### config.mk
export PLATFORM = sky130hd
export DESIGN_NAME = mat_loader
export DESIGN_NICKNAME = d
export VERILOG_FILES = /design/src/rtl/mat_loader.sv
export SDC_FILE = /design/constraint.sdc
export NUM_CORES = 1
export LEC_CHECK = 0
export ABC_AREA = 1
export CAP_MARGIN = 25
export CORE_MARGIN = 5
export CORE_UTILIZATION = 40
export DETAILED_ROUTE_END_ITERATION = 8
export PLACE_DENSITY = 0.68
export SETUP_SLACK_MARGIN = 0.3
export SLEW_MARGIN = 25
export SYNTH_ARGS = -nofsm -noshare
export SYNTH_HDL_FRONTEND = slang
export SYNTH_SLANG_ARGS = --single-unit
### constraint.sdc
create_clock -name clk -period 2.6 [get_ports clk]
set_input_delay 0.78 -clock clk [delete_from_list [all_inputs] [get_ports clk]]
set_output_delay 0.78 -clock clk [all_outputs]
set_load 0.01 [all_outputs]
### src/rtl/mat_loader.sv
// Streams an N x N matrix (row-major) into per-processor coefficient RAM banks,
// then the N-element operand vector into the vector buffer, and pulses Done.
//
// state    | meaning
// ---------+--------------------------------------------------------------
// IDLE     | waiting for Start; Rx bytes dropped
// LOAD_MAT | each Rx byte written to bank[row] at address col
// LOAD_VEC | each Rx byte written to vector buffer at address idx
// DONE_S   | Done/last Vec_WE visible this cycle; Rx bytes dropped
module mat_loader #(
  parameter int DATA_WIDTH = 8,
  parameter int ADDR_WIDTH = 4,
  parameter int NUM_P      = 8,
  parameter int MAX_SIZE   = 8
) (
  input  logic                  clk,
  input  logic                  rst,
  input  logic                  Start,
  input  logic [3:0]            MAT_SIZE,
  input  logic [DATA_WIDTH-1:0] Rx_data,
  input  logic                  Rx_valid,
  output logic [NUM_P-1:0]      WR_EN,
  output logic [ADDR_WIDTH-1:0] WR_ADDR,
  output logic [DATA_WIDTH-1:0] WR_DATA,
  output logic                  Vec_WE,
  output logic [ADDR_WIDTH-1:0] Vec_ADDR,
  output logic [DATA_WIDTH-1:0] Vec_DATA,
  output logic                  Busy,
  output logic                  Done,
  output logic                  Error
);

  typedef enum logic [1:0] {IDLE, LOAD_MAT, LOAD_VEC, DONE_S} state_t;

  localparam logic [3:0] MAX_N = 4'(MAX_SIZE);

  state_t state, next_state;

  logic [3:0] n_reg, row, col, idx;
  logic [3:0] n_last;
  logic       size_ok, accept, mat_last, vec_last;

  logic [NUM_P-1:0]      wr_en_d;
  logic [ADDR_WIDTH-1:0] wr_addr_d, vec_addr_d;
  logic [DATA_WIDTH-1:0] wr_data_d, vec_data_d;
  logic                  vec_we_d, busy_d, done_d, error_d;

  assign n_last   = n_reg - 4'd1;
  assign size_ok  = (MAT_SIZE != 4'd0) && (MAT_SIZE <= MAX_N);
  assign accept   = (state == IDLE) && Start && size_ok;
  assign mat_last = (row == n_last) && (col == n_last);
  assign vec_last = (idx == n_last);

  always_ff @(posedge clk or negedge rst) begin
    if (!rst) state <= IDLE;
    else      state <= next_state;
  end

  always_comb begin
    next_state = state;
    case (state)
      IDLE:     if (accept) next_state = LOAD_MAT;
      LOAD_MAT: if (Rx_valid && mat_last) next_state = LOAD_VEC;
      LOAD_VEC: if (Rx_valid && vec_last) next_state = DONE_S;
      DONE_S:   next_state = IDLE;
      default:  next_state = IDLE;
    endcase
  end

  // Address/data hold their last value between strobes; only the strobes are pulses.
  always_comb begin
    wr_en_d    = '0;
    wr_addr_d  = WR_ADDR;
    wr_data_d  = WR_DATA;
    vec_we_d   = 1'b0;
    vec_addr_d = Vec_ADDR;
    vec_data_d = Vec_DATA;
    busy_d     = (next_state != IDLE);
    done_d     = (state == LOAD_VEC) && (next_state == DONE_S);
    error_d    = Error;
    case (state)
      IDLE: if (Start) error_d = !size_ok;
      LOAD_MAT: if (Rx_valid) begin
        wr_en_d   = {{(NUM_P-1){1'b0}}, 1'b1} << row;
        wr_addr_d = ADDR_WIDTH'(col);
        wr_data_d = Rx_data;
      end
      LOAD_VEC: if (Rx_valid) begin
        vec_we_d   = 1'b1;
        vec_addr_d = ADDR_WIDTH'(idx);
        vec_data_d = Rx_data;
      end
      default: ;
    endcase
  end

  always_ff @(posedge clk or negedge rst) begin
    if (!rst) begin
      WR_EN    <= '0;
      WR_ADDR  <= '0;
      WR_DATA  <= '0;
      Vec_WE   <= 1'b0;
      Vec_ADDR <= '0;
      Vec_DATA <= '0;
      Busy     <= 1'b0;
      Done     <= 1'b0;
      Error    <= 1'b0;
    end else begin
      WR_EN    <= wr_en_d;
      WR_ADDR  <= wr_addr_d;
      WR_DATA  <= wr_data_d;
      Vec_WE   <= vec_we_d;
      Vec_ADDR <= vec_addr_d;
      Vec_DATA <= vec_data_d;
      Busy     <= busy_d;
      Done     <= done_d;
      Error    <= error_d;
    end
  end

  // Counters are cleared on their final byte so they never reach N.
  always_ff @(posedge clk or negedge rst) begin
    if (!rst) begin
      n_reg <= '0;
      row   <= '0;
      col   <= '0;
      idx   <= '0;
    end else begin
      case (state)
        IDLE: if (accept) begin
          n_reg <= MAT_SIZE;
          row   <= '0;
          col   <= '0;
          idx   <= '0;
        end
        LOAD_MAT: if (Rx_valid) begin
          if (mat_last) begin
            row <= '0;
            col <= '0;
            idx <= '0;
          end else if (col == n_last) begin
            col <= '0;
            row <= row + 4'd1;
          end else begin
            col <= col + 4'd1;
          end
        end
        LOAD_VEC: if (Rx_valid) begin
          if (vec_last) idx <= '0;
          else          idx <= idx + 4'd1;
        end
        default: ;
      endcase
    end
  end

endmodule

==> key figures <==
Floorplanning
  • Die height: 90.8 µm
  • Die area: 0.00825 mm²
  • Core area: 0.00635 mm²
  • Die Width: 90.8 µm
  • Initial Util: 41.2%
  • # IOs: 52
  • Std cell rows: 29

STA
  • Setup TNS: 0 ns
  • Final Hold Viols: 0
  • Post-layout min period: 2.14 ns
  • Count of endpoints failing setup in the final report: 0
  • Slew @ Worst Pin: 0.342 ns
  • Max_slew headroom: 77.2%
  • Slew Limit Fails: 0
  • Final Skew: 0.00923 ns
  • Tcrit/Tclk final: 82.3%
  • Fmax: 467 MHz
  • RSZ-0062 raised after global routing: no
  • Final worst setup slack: 0.460 ns
  • Worst Hold Slack: 0.453 ns

Pwr
  • Comb power frac: 45.6%
  • Max VDD drop: 525 µV
  • Sw Pwr: 0.00134 W
  • Sw Share: 39.9%
  • Register share of total power: 37.8%
  • Pleak: 1.64 nW
  • Power density cells: 1000 mW/mm²
  • Clk pwr share: 16.6%
  • Pint: 0.00202 W

Logic synthesis
  • Async SR Flop Fraction: 100%
  • EDFF count, synth: 0
  • Top post-synthesis cells by area: dfrtp_1 52%, nand2_1 15%, inv_1 5.6%, o21ai_0 5.6%, ha_1 4.3%
  • Mapped Area: 0.00261 mm²
  • Post-Syn Nets: 342
  • Main synth FF type: dfrtp_1
  • Synthesized area per cell: 8.25 µm²
  • Yosys top cell by area: dfrtp_1
  • Commonest cells post-synth: 106 x nand2_1, 54 x dfrtp_1, 39 x inv_1, 29 x o21ai_0, 18 x nand3_1
  • Seq cells post-synth: 54
  • Register area share after synthesis: 51.7%
  • Syn. warnings: 0
  • Cell count after synthesis: 317
  • Synth top area share: 51.7%
  • Top-count cell post-synth: nand2_1
  • Post-synth cell types: 24

Global route
  • Total track usage: 13.7%
  • First-pass GRT wire length: 9.38 mm
  • Largest net degree at the start of global routing: 55
  • Vias in the first global route: 2051
  • Initial antenna violation count: 0
  • Global route overflow: 0

Drt
  • Via total after detailed routing: 2139
  • Routed Antenna Nets: 0
  • # DRC: 0
  • Drt first pass iters: 4
  • Routed len/inst: 12.1 µm
  • DR iter-0 viols: 94
  • WL final: 5.47 mm
  • Via/cell ratio: 4.74

Worst setup path
  • Crit Path Category: primary input to flop
  • Cell mode on critical path: nand2_1
  • Cell Chain, Critical Path: clkdlybuf4s50_1, nor2_1, nand2_1, nand2_1, nand4_4, nand2_1, nand2_1, a21oi_4, nand2_1, nand2_1, nand2_1
  • Worst path slowest cell: clkdlybuf4s50_1
  • Worst-path maximum fanout: 8
  • Data arrival time of the worst path: 2.34 ns
  • Worst Setup End Kind: flop
  • Worst Setup Start Kind: primary input
  • Worst endpoint required time: 2.80 ns
  • Slowest Stage Delay on Critical Path: 0.42 ns

Clock network
  • Clk sinks: 54
  • TritonCTS clock tree: done
  • Max Root-Sink Buffers: 2
  • Clock latency on the worst-skew pair: 0.31 ns
  • Clock-pin slew on the worst setup and hold paths: 0.09 ns
  • Root Buffer: clkbuf_8
  • H-tree depth: 2
  • CTS Buf Count: 5

Placed design
  • Final HPWL DP: 4.11 mm
  • GPL Wtd Cong: 0.828
  • Dpl cell area: 0.00322 mm²
  • Dpl cells: 442
  • I/O Buffers: 51
  • Setup WS pre-CTS: 0.147 ns

Final layout
  • Nets: 398
  • Ratio of cells with drive above 1 in the final layout: 8.56%
  • Filler cells: 587
  • Post-route cell area: 0.00335 mm²
  • Biggest regs: Vec_DATA (8), WR_DATA (8), WR_EN (8)
  • # diodes: 0
  • Area of the multi-input gates: 0.00108 mm²
  • Fin cells: 451
  • Area Growth Syn to Fin: 28.3%
  • Register area: 0.00135 mm²

Flow run
  • Max Cap Violations: 0

Outcome
  • Status: completed

Min path
  • Hold crit path type: primary input to async pin
worst max-delay path: cells and delay by family:
family                 cells  cell delay, ns
AO/OA/AOI/OAI              1            0.16
AND/OR/NAND/NOR            9            0.95
buffers and inverters      1            0.42
routing by layer:
| metal | GRT usage, % | part of all wire [%] | vias up | routed length [µm] |
|---|---|---|---|---|
| met1 | 18.0 | 46 | 981 | 2530 |
| met3 | 2.50 | 6.3 | 7 | 347 |
| met2 | 22.5 | 46 | 52 | 2510 |
| met5 | 0 | 0 | - | 0 |
| met4 | 4.77 | 1.6 | 0 | 90 |
| li1 | - | - | 1099 | - |
final timing paths:
path	start	to	slack (ns)	depth (start not counted)
setup / recovery	MAT_SIZE[1]	idx[0]	0.46	11
hold / removal	rst	state[1]	0.45	2
setup reg to reg	n_reg[0]	idx[0]	0.52	13
hold reg to reg	WR_DATA[6]	WR_DATA[6]	0.49	2
max in group asynchronous	rst	row[0]	1.91	2
min in group clk	WR_DATA[6]	WR_DATA[6]	0.49	2
cells in the final DEF (no fill, tap or decap), types with 2 or more instances in the layout:
cell type / instances
o21ai_1: 5
buf_4: 2
ha_1: 8
nand2_4: 2
nand3_1: 18
xor2_1: 4
dfrtp_1: 53
inv_2: 7
clkbuf_8: 5
a21oi_1: 2
nor3b_1: 2
clkdlybuf4s50_1: 50
nand2_1: 105
inv_1: 39
nor2_1: 14
o21ai_0: 29
nor2_2: 5
nor3_1: 7
a21oi_4: 2
xnor2_1: 3
power groups by stage:
stage,Sequential (W),Combinational [W],Clock [W]
detailed placement,0.00129,0.00152,0
CTS,0.00127,0.00152,0.000572
finish,0.00127,0.00153,0.000557
global placement,0.00128,0.00149,0
floorplan,0.00132,0.000896,0
global route,0.00131,0.00175,0.000604
cell families after synthesis:
logic type,share of synthesized area [%]
AOI/OAI and AO/OA,7.85
and+or+nand+nor,26.4
xor gates and xnor gates,2.35
buffers and inverters,7.37
adders and majority gates,4.31
DFF,51.7
through the flow:
step	power [W]	utilization (%)
2_1_floorplan	0.00221	-
3_3_place_gp	0.00277	50.8
3_5_place_dp	0.00281	50.8
4_1_cts	0.00337	52.5
5_1_grt	0.00366	52.8
6_report	0.00336	52.8
repair_timing:
item                                    in CTS  in global routing
setup buffers                                0                  1
endpoints found under the setup margin       0                 10
hold buffers                                 0                  0
gates resized for setup                      0                  4
area by class of cell:
cell class | instances | area share [%]
multi-input cells | 212 | 32.3
clock buffers | 6 | 2.16
well taps | 77 | 2.87
inverters | 46 | 5.15
clock inverters | 2 | 1.12
repair buffers | 54 | 16.1
flip-flops and latches | 54 | 40.3
Power figures use the tool's default switching activity.
